**config.mk**
```make
export PLATFORM = sky130hd
export DESIGN_NAME = etapa_wb_flat
export DESIGN_NICKNAME = d
export VERILOG_FILES = /design/src/rtl/etapa_wb_pkg.sv /design/src/rtl/etapa_wb_if.sv /design/src/rtl/etapa_wb_fifo.sv /design/src/rtl/etapa_wb.sv /design/src/flat_wrapper.sv
export SDC_FILE = /design/constraint.sdc
export NUM_CORES = 1
export LEC_CHECK = 0
export ABC_AREA = 1
export CAP_MARGIN = 20
export CORE_UTILIZATION = 30
export CTS_CLUSTER_DIAMETER = 120
export DETAILED_ROUTE_END_ITERATION = 7
export HOLD_SLACK_MARGIN = 0.12
export PLACE_DENSITY = 0.57
export SYNTH_ARGS = -nofsm -noshare
export SYNTH_HDL_FRONTEND = slang
export SYNTH_HIERARCHICAL = 1
export SYNTH_SLANG_ARGS = --single-unit
```
**constraint.sdc**
```tcl
create_clock -name clk -period 8 [get_ports clk]
set_input_delay 1.6 -clock clk [delete_from_list [all_inputs] [get_ports clk]]
set_output_delay 1.6 -clock clk [all_outputs]
set_load 0.1 [all_outputs]
```
**src/rtl/etapa_wb_pkg.sv**
```systemverilog
// Shared widths and writeback entry types for the vector pipeline writeback stage.
// Optional forwarding is enabled across the slice by defining WB_FWD_EN.
package etapa_wb_pkg;

    localparam int ADDR_W = 3;
    localparam int VEC_W  = 32;
    localparam int SCA_W  = 8;
    localparam int NREG   = 1 << ADDR_W;

    typedef struct packed {
        logic              is_vec;
        logic [ADDR_W-1:0] dir;
        logic [VEC_W-1:0]  data_v;
        logic [SCA_W-1:0]  data_s;
    } wb_entry_t;

    typedef struct packed {
        logic              is_vec;
        logic [ADDR_W-1:0] dir;
    } wb_tag_t;

    // The data field that does not belong to the destination bank is forced to zero.
    function automatic wb_entry_t mk_entry(input logic              is_vec,
                                           input logic [ADDR_W-1:0] dir,
                                           input logic [VEC_W-1:0]  data_v,
                                           input logic [SCA_W-1:0]  data_s);
        wb_entry_t e;
        e.is_vec = is_vec;
        e.dir    = dir;
        e.data_v = is_vec ? data_v : '0;
        e.data_s = is_vec ? '0 : data_s;
        return e;
    endfunction

endpackage

```
**src/rtl/etapa_wb_if.sv**
```systemverilog
// Writeback stage bus: EX/MEM result handshake, bank write port, pending masks.
// Forward query/response signals exist only when WB_FWD_EN is defined.
interface etapa_wb_if;
    import etapa_wb_pkg::*;

    logic              in_valid;
    logic              in_ready;
    logic              in_is_vec;
    logic [ADDR_W-1:0] in_dir;
    logic [VEC_W-1:0]  in_data_v;
    logic [SCA_W-1:0]  in_data_s;
    logic              wb_stall;
    logic              reg_wrv;
    logic              reg_wrs;
    logic [ADDR_W-1:0] i_dir_wr;
    logic [VEC_W-1:0]  data_wrv;
    logic [SCA_W-1:0]  data_wrs;
    logic [NREG-1:0]   pend_vec;
    logic [NREG-1:0]   pend_sca;
`ifdef WB_FWD_EN
    logic              fwd_is_vec;
    logic [ADDR_W-1:0] fwd_dir;
    logic              fwd_hit;
    logic [VEC_W-1:0]  fwd_data_v;
    logic [SCA_W-1:0]  fwd_data_s;
`endif

    modport master (
        output in_valid, in_is_vec, in_dir, in_data_v, in_data_s, wb_stall,
        input  in_ready, reg_wrv, reg_wrs, i_dir_wr, data_wrv, data_wrs, pend_vec, pend_sca
`ifdef WB_FWD_EN
        , output fwd_is_vec, fwd_dir
        , input  fwd_hit, fwd_data_v, fwd_data_s
`endif
    );

    modport slave (
        input  in_valid, in_is_vec, in_dir, in_data_v, in_data_s, wb_stall,
        output in_ready, reg_wrv, reg_wrs, i_dir_wr, data_wrv, data_wrs, pend_vec, pend_sca
`ifdef WB_FWD_EN
        , input  fwd_is_vec, fwd_dir
        , output fwd_hit, fwd_data_v, fwd_data_s
`endif
    );

endinterface

```
**src/rtl/etapa_wb_fifo.sv**
```systemverilog
// DEPTH-entry result FIFO; exposes head plus per-entry tags in age order (index 0 = oldest).
// Full/empty come from the registered count; WB_FWD_EN adds per-entry data outputs.
module etapa_wb_fifo
    import etapa_wb_pkg::*;
#(
    parameter int DEPTH = 4
) (
    input  logic                   clk,
    input  logic                   rst,
    input  logic                   i_push,
    input  logic                   i_pop,
    input  wb_entry_t              i_entry,
    output logic                   o_full,
    output logic                   o_empty,
    output wb_entry_t              o_head,
    output logic [DEPTH-1:0]       o_vld,
    output wb_tag_t [DEPTH-1:0]    o_tag
`ifdef WB_FWD_EN
    ,
    output logic [DEPTH-1:0][VEC_W-1:0] o_dv,
    output logic [DEPTH-1:0][SCA_W-1:0] o_ds
`endif
);
    localparam int PW = $clog2(DEPTH);

    wb_entry_t       r_mem [DEPTH];
    logic [PW-1:0]   r_wr_ptr;
    logic [PW-1:0]   r_rd_ptr;
    logic [PW:0]     r_count;
    logic            w_do_push;
    logic            w_do_pop;

    assign o_full    = (r_count == (PW+1)'(DEPTH));
    assign o_empty   = (r_count == '0);
    assign w_do_push = i_push && !o_full;
    assign w_do_pop  = i_pop && !o_empty;
    assign o_head    = r_mem[r_rd_ptr];

    always_ff @(posedge clk) begin
        if (rst) begin
            r_wr_ptr <= '0;
            r_rd_ptr <= '0;
            r_count  <= '0;
        end else begin
            if (w_do_push) begin
                r_mem[r_wr_ptr] <= i_entry;
                r_wr_ptr        <= r_wr_ptr + 1'b1;
            end
            if (w_do_pop) begin
                r_rd_ptr <= r_rd_ptr + 1'b1;
            end
            r_count <= r_count + {{PW{1'b0}}, w_do_push} - {{PW{1'b0}}, w_do_pop};
        end
    end

    // Pointer arithmetic wraps naturally because DEPTH is a power of two.
    always_comb begin
        o_vld = '0;
        o_tag = '0;
`ifdef WB_FWD_EN
        o_dv  = '0;
        o_ds  = '0;
`endif
        for (int k = 0; k < DEPTH; k++) begin
            o_vld[k]        = ((PW+1)'(k) < r_count);
            o_tag[k].is_vec = r_mem[r_rd_ptr + PW'(k)].is_vec;
            o_tag[k].dir    = r_mem[r_rd_ptr + PW'(k)].dir;
`ifdef WB_FWD_EN
            o_dv[k]         = r_mem[r_rd_ptr + PW'(k)].data_v;
            o_ds[k]         = r_mem[r_rd_ptr + PW'(k)].data_s;
`endif
        end
    end

endmodule

```
**src/rtl/etapa_wb.sv**
```systemverilog
// Writeback stage: FIFO-buffered results drained one per cycle into the vector/scalar banks,
// one registered cycle after the pop; in_ready = !full; pend_* masks for RAW stalls (WB_FWD_EN adds forwarding).
module etapa_wb
    import etapa_wb_pkg::*;
#(
    parameter int DEPTH = 4
) (
    input  logic        clk,
    input  logic        rst,
    etapa_wb_if.slave   bus
);
    wb_entry_t            w_entry;
    wb_entry_t            w_head;
    logic                 w_full;
    logic                 w_empty;
    logic                 w_push;
    logic                 w_pop;
    logic [DEPTH-1:0]     w_vld;
    wb_tag_t [DEPTH-1:0]  w_tag;
    logic [NREG-1:0]      w_pend_vec;
    logic [NREG-1:0]      w_pend_sca;
`ifdef WB_FWD_EN
    logic [DEPTH-1:0][VEC_W-1:0] w_dv;
    logic [DEPTH-1:0][SCA_W-1:0] w_ds;
    logic                        w_fwd_hit;
    logic [VEC_W-1:0]            w_fwd_dv;
    logic [SCA_W-1:0]            w_fwd_ds;
`endif

    logic              r_wrv;
    logic              r_wrs;
    logic [ADDR_W-1:0] r_dir;
    logic [VEC_W-1:0]  r_dv;
    logic [SCA_W-1:0]  r_ds;

    assign w_entry = mk_entry(bus.in_is_vec, bus.in_dir, bus.in_data_v, bus.in_data_s);
    assign w_push  = bus.in_valid && !w_full;
    assign w_pop   = !w_empty && !bus.wb_stall;

    etapa_wb_fifo #(.DEPTH(DEPTH)) u_fifo (
        .clk     (clk),
        .rst     (rst),
        .i_push  (w_push),
        .i_pop   (w_pop),
        .i_entry (w_entry),
        .o_full  (w_full),
        .o_empty (w_empty),
        .o_head  (w_head),
        .o_vld   (w_vld),
        .o_tag   (w_tag)
`ifdef WB_FWD_EN
        ,
        .o_dv    (w_dv),
        .o_ds    (w_ds)
`endif
    );

    // Strobes are single-cycle; address/data hold while idle.
    always_ff @(posedge clk) begin
        if (rst) begin
            r_wrv <= 1'b0;
            r_wrs <= 1'b0;
            r_dir <= '0;
            r_dv  <= '0;
            r_ds  <= '0;
        end else if (w_pop) begin
            r_wrv <= w_head.is_vec;
            r_wrs <= !w_head.is_vec;
            r_dir <= w_head.dir;
            r_dv  <= w_head.data_v;
            r_ds  <= w_head.data_s;
        end else begin
            r_wrv <= 1'b0;
            r_wrs <= 1'b0;
        end
    end

    always_comb begin
        w_pend_vec = '0;
        w_pend_sca = '0;
        for (int k = 0; k < DEPTH; k++) begin
            if (w_vld[k] && w_tag[k].is_vec)  w_pend_vec[w_tag[k].dir] = 1'b1;
            if (w_vld[k] && !w_tag[k].is_vec) w_pend_sca[w_tag[k].dir] = 1'b1;
        end
        if (r_wrv) w_pend_vec[r_dir] = 1'b1;
        if (r_wrs) w_pend_sca[r_dir] = 1'b1;
    end

    assign bus.in_ready = !w_full;
    assign bus.reg_wrv  = r_wrv;
    assign bus.reg_wrs  = r_wrs;
    assign bus.i_dir_wr = r_dir;
    assign bus.data_wrv = r_dv;
    assign bus.data_wrs = r_ds;
    assign bus.pend_vec = w_pend_vec;
    assign bus.pend_sca = w_pend_sca;

`ifdef WB_FWD_EN
    // Output register is the oldest candidate; later (younger) FIFO matches override it.
    always_comb begin
        w_fwd_hit = 1'b0;
        w_fwd_dv  = '0;
        w_fwd_ds  = '0;
        if (((r_wrv && bus.fwd_is_vec) || (r_wrs && !bus.fwd_is_vec)) && (r_dir == bus.fwd_dir)) begin
            w_fwd_hit = 1'b1;
            w_fwd_dv  = r_dv;
            w_fwd_ds  = r_ds;
        end
        for (int k = 0; k < DEPTH; k++) begin
            if (w_vld[k] && (w_tag[k].is_vec == bus.fwd_is_vec) && (w_tag[k].dir == bus.fwd_dir)) begin
                w_fwd_hit = 1'b1;
                w_fwd_dv  = w_dv[k];
                w_fwd_ds  = w_ds[k];
            end
        end
    end

    assign bus.fwd_hit    = w_fwd_hit;
    assign bus.fwd_data_v = w_fwd_dv;
    assign bus.fwd_data_s = w_fwd_ds;
`endif

endmodule
```
**src/flat_wrapper.sv**
```systemverilog
// flat-port wrapper written by rule: the top's interface ports become plain ports
module etapa_wb_flat import etapa_wb_pkg::*;
#(
    parameter int DEPTH = 4
)
  (clk, rst, bus_in_valid, bus_in_is_vec, bus_in_dir, bus_in_data_v, bus_in_data_s, bus_wb_stall, bus_in_ready, bus_reg_wrv, bus_reg_wrs, bus_i_dir_wr, bus_data_wrv, bus_data_wrs, bus_pend_vec, bus_pend_sca);
  etapa_wb_if bus_i ();
  input  logic clk;
  input  logic rst;
  input wire logic [$bits(bus_i.in_valid)-1:0] bus_in_valid;
  input wire logic [$bits(bus_i.in_is_vec)-1:0] bus_in_is_vec;
  input wire logic [$bits(bus_i.in_dir)-1:0] bus_in_dir;
  input wire logic [$bits(bus_i.in_data_v)-1:0] bus_in_data_v;
  input wire logic [$bits(bus_i.in_data_s)-1:0] bus_in_data_s;
  input wire logic [$bits(bus_i.wb_stall)-1:0] bus_wb_stall;
  output wire logic [$bits(bus_i.in_ready)-1:0] bus_in_ready;
  output wire logic [$bits(bus_i.reg_wrv)-1:0] bus_reg_wrv;
  output wire logic [$bits(bus_i.reg_wrs)-1:0] bus_reg_wrs;
  output wire logic [$bits(bus_i.i_dir_wr)-1:0] bus_i_dir_wr;
  output wire logic [$bits(bus_i.data_wrv)-1:0] bus_data_wrv;
  output wire logic [$bits(bus_i.data_wrs)-1:0] bus_data_wrs;
  output wire logic [$bits(bus_i.pend_vec)-1:0] bus_pend_vec;
  output wire logic [$bits(bus_i.pend_sca)-1:0] bus_pend_sca;
  assign bus_i.in_valid = bus_in_valid;
  assign bus_i.in_is_vec = bus_in_is_vec;
  assign bus_i.in_dir = bus_in_dir;
  assign bus_i.in_data_v = bus_in_data_v;
  assign bus_i.in_data_s = bus_in_data_s;
  assign bus_i.wb_stall = bus_wb_stall;
  assign bus_in_ready = bus_i.in_ready;
  assign bus_reg_wrv = bus_i.reg_wrv;
  assign bus_reg_wrs = bus_i.reg_wrs;
  assign bus_i_dir_wr = bus_i.i_dir_wr;
  assign bus_data_wrv = bus_i.data_wrv;
  assign bus_data_wrs = bus_i.data_wrs;
  assign bus_pend_vec = bus_i.pend_vec;
  assign bus_pend_sca = bus_i.pend_sca;
  etapa_wb #(.DEPTH(DEPTH)) u_core (.clk(clk), .rst(rst), .bus(bus_i));
endmodule
```
==> run_results.csv <==
group,metric,value,unit
finish,layout_commonest_cell,"nand2_1",
run,cap_violations,0,
detailed_routing,vias,7457,
global_routing,grt_pass1_vias,7136,
detailed_routing,dr.pass1.iters,6,
timing,tns,0,ps
place,gp_congestion,0.846,
finish,layout-drive-gt1-share,5.24,%
timing,finalSetupViolCount,0,
logic_synthesis,synth_area_leaders,"edfxtp_1 (52%), dfxtp_1 (11%), nand2_1 (7.8%)",
global_routing,grt_overflow,0,
clocking,clock-sinks,230,
timing,slew_headroom,24.3,%
setup_path,r2r_slack,5390,ps
clocking,cts_buffers,24,
logic_synthesis,ys_warn_count,6,
timing,final.min_clock_period,5970,ps
logic_synthesis,ys_ff_latch,230,
setup_path,reg2reg_from,"u_core/u_fifo/r_count[2]$_SDFF_PP0_",
finish,layoutNonFillerInstCount,1613,
clocking,postCtsSetupBuffers,0,
place,placed_cells,1569,
timing,drv_slew,0,
die,dieArea,34700,sq um
finish,finish.utilization,37.0,%
logic_synthesis,yosysTopAreaCellShare,51.9,%
detailed_routing,viasPerCell,4.62,
setup_path,crit_end,"bus_pend_sca[5]",
detailed_routing,highest_layer,"met4",
clocking,ctsHoldBuffers,0,
setup_path,critPathMaxFanout,45,
logic_synthesis,synthCells,1059,
finish,final_area,12400,sq um
timing,setup_ws,2030,ps
detailed_routing,drt_iter0_drc,505,
status,outcome,"completed",
setup_path,cp.arrival,4370,ps
place,dp_slack,2540,ps
die,die_w,186,um
power,leakage,4.65,nW
min_path,hp-class,"register to register",
global_routing,grt_max_degree,90,
finish,syn2layout_area_growth,21.7,%
setup_path,start_kind,"register",
global_routing,grt_use_total,15.0,%
finish,nets,1204,
finish,mostFrequentLayoutCells,"nand2_1 (212), nor2_1 (183), edfxtp_1 (176)",
timing,fin_skew,16.0,ps
timing,fin_crit_sh,74.7,%
die,die_h,186,um
finish,diodes,0,
setup_path,end_kind,"output port",
logic_synthesis,yosysSeqAreaShare,62.6,%
place,dpl_cell_area,11600,sq um
clocking,cts_tree,"done",
logic_synthesis,syn_area,10200,sq um
timing,max_freq,167,MHz
clocking,clk_pin_slew_worst_paths,60,ps
clocking,cts_root_buf,"clkbuf_16",
die,initial_core_util,30.4,%
detailed_routing,dr_wl_met3,1550,um
setup_path,worstSetupPathType,"register to output port",
clocking,ctsHtreeMaxLevel,1,
die,core_area,33400,sq um
power,power_density,365,nW/um^2
place,dp_hpwl,15900,um
power,irDropWorstVdd,0.000253,V
setup_path,rr_endpoint,"u_core/u_fifo/r_count[1]$_SDFF_PP0_",
clocking,clkLatencyLatePin,510,ps
detailed_routing,wl_met2,12100,um
detailed_routing,drt-met1-wl,11500,um
logic_synthesis,synth_cell_types,37,
timing,grt_setup_unrepaired,"false",
die,rows,67,
timing,hold_viol_final,0,
global_routing,antenna_found_initial,0,
logic_synthesis,syn-mean-instance-area,9.61,sq um
detailed_routing,postRouteAntennaNets,0,
setup_path,reg2reg_depth,13,
clocking,clock_path_buffers,3,
detailed_routing,drc_errors,0,
logic_synthesis,yosysTopAreaCell,"edfxtp_1",
logic_synthesis,syn_nets,1116,
detailed_routing,avgRoutedWirePerCell,15.9,um
setup_path,cp_data_required_time,6400,ps
global_routing,grt_pass1_wl,39300,um
clocking,cts_resized,0,
timing,tightest_slew,1130,ps
detailed_routing,totalWireLength,25700,um
place,port_buffers,109,
die,ios,110,
[area by class of cell]
class / instances / area [sq um]
Multi-Input combinational cell: 675 / 3120
Clock inverter: 5 / 98.8
Sequential cell: 230 / 6370
Tap cell: 448 / 561
Inverter: 102 / 390
Timing Repair Buffer: 114 / 1120
Fill cell: 3291 / 21100
Clock buffer: 39 / 728
[synthesized netlist by cell type (all sizes together)]
cell    instances
a211oi          2
a21oi          47
a22oi           6
and2            1
buf            42
clkbuf         10
dfxtp          54
edfxtp        176
fa              1
ha              8
inv           102
nand2         212
nand3          41
nand3b          3
nand4           4
nor2          190
nor2b           1
nor3            8
nor3b           1
o21ai         102
o22ai          44
or2             3
xor2            1
[routing by layer]
layer,vias up,track usage (%)
met4,0,4.49
met2,237,25.6
li1,3730,-
met1,3453,19.3
met3,37,2.49
met5,-,0
[sequential cells by signal, indices dropped and copies added (netlist names), named ones only]
signal and cells:
u_core/bus.i_dir_wr 3, u_core/u_fifo/r_rd_ptr 2, u_core/u_fifo/r_mem 176, u_core/u_fifo/r_wr_ptr 2, u_core/bus.data_wrs 8, u_core/u_fifo/r_count 3, u_core/bus.reg_wrs 1, u_core/bus.reg_wrv 1
u_core/bus.data_wrv 32
[kinds of logic after synthesis]
family                     Yosys count  synth area share [%]
buffers and inverters              154                  7.12
DFF                                230                  62.6
and+or+nand+nor                    464                  18.4
xor gates and xnor gates             1                0.0861
AOI/OAI and AO/OA                  201                  10.7
adders and majority gates            9                  1.18
[worst min path at each step]
stage,start,to,cells past startpoint
after floorplan,u_core/u_fifo/r_wr_ptr[1]$_SDFFE_PP0P_,u_core/u_fifo/r_wr_ptr[1]$_SDFFE_PP0P_,2
after global placement,u_core/bus.data_wrv[12]$_SDFFE_PP0P_,u_core/bus.data_wrv[12]$_SDFFE_PP0P_,2
after detailed placement,u_core/bus.data_wrv[6]$_SDFFE_PP0P_,u_core/bus.data_wrv[6]$_SDFFE_PP0P_,2
after CTS,u_core/bus.data_wrv[6]$_SDFFE_PP0P_,u_core/bus.data_wrv[6]$_SDFFE_PP0P_,2
after global routing,u_core/bus.data_wrv[16]$_SDFFE_PP0P_,u_core/bus.data_wrv[16]$_SDFFE_PP0P_,2
final,u_core/bus.data_wrv[6]$_SDFFE_PP0P_,u_core/bus.data_wrv[6]$_SDFFE_PP0P_,2
[per-stage QoR]
step                total power [mW]  hold slack [ps]
floorplan                       2.98              503
global placement                3.39              450
detailed placement              3.41              452
CTS                             4.56              461
global route                    4.77              479
finish                          4.52              457
[where the power goes]
group          internal, mW  switching (mW)
sequential             1.43           0.122
combinational         0.429            1.40
clock                 0.716           0.434
[worst max-delay path, stage by stage, from the launching register on]
cell and delay (ps):
dfxtp_2 950, inv_2 620, o21ai_0 230, o22ai_1 170
nor2_1 350, inv_1 140, nor2_1 130, nor2_1 50
nand3_1 60, clkdlybuf4s50_1 1140
(Power assumes the default switching activity.)
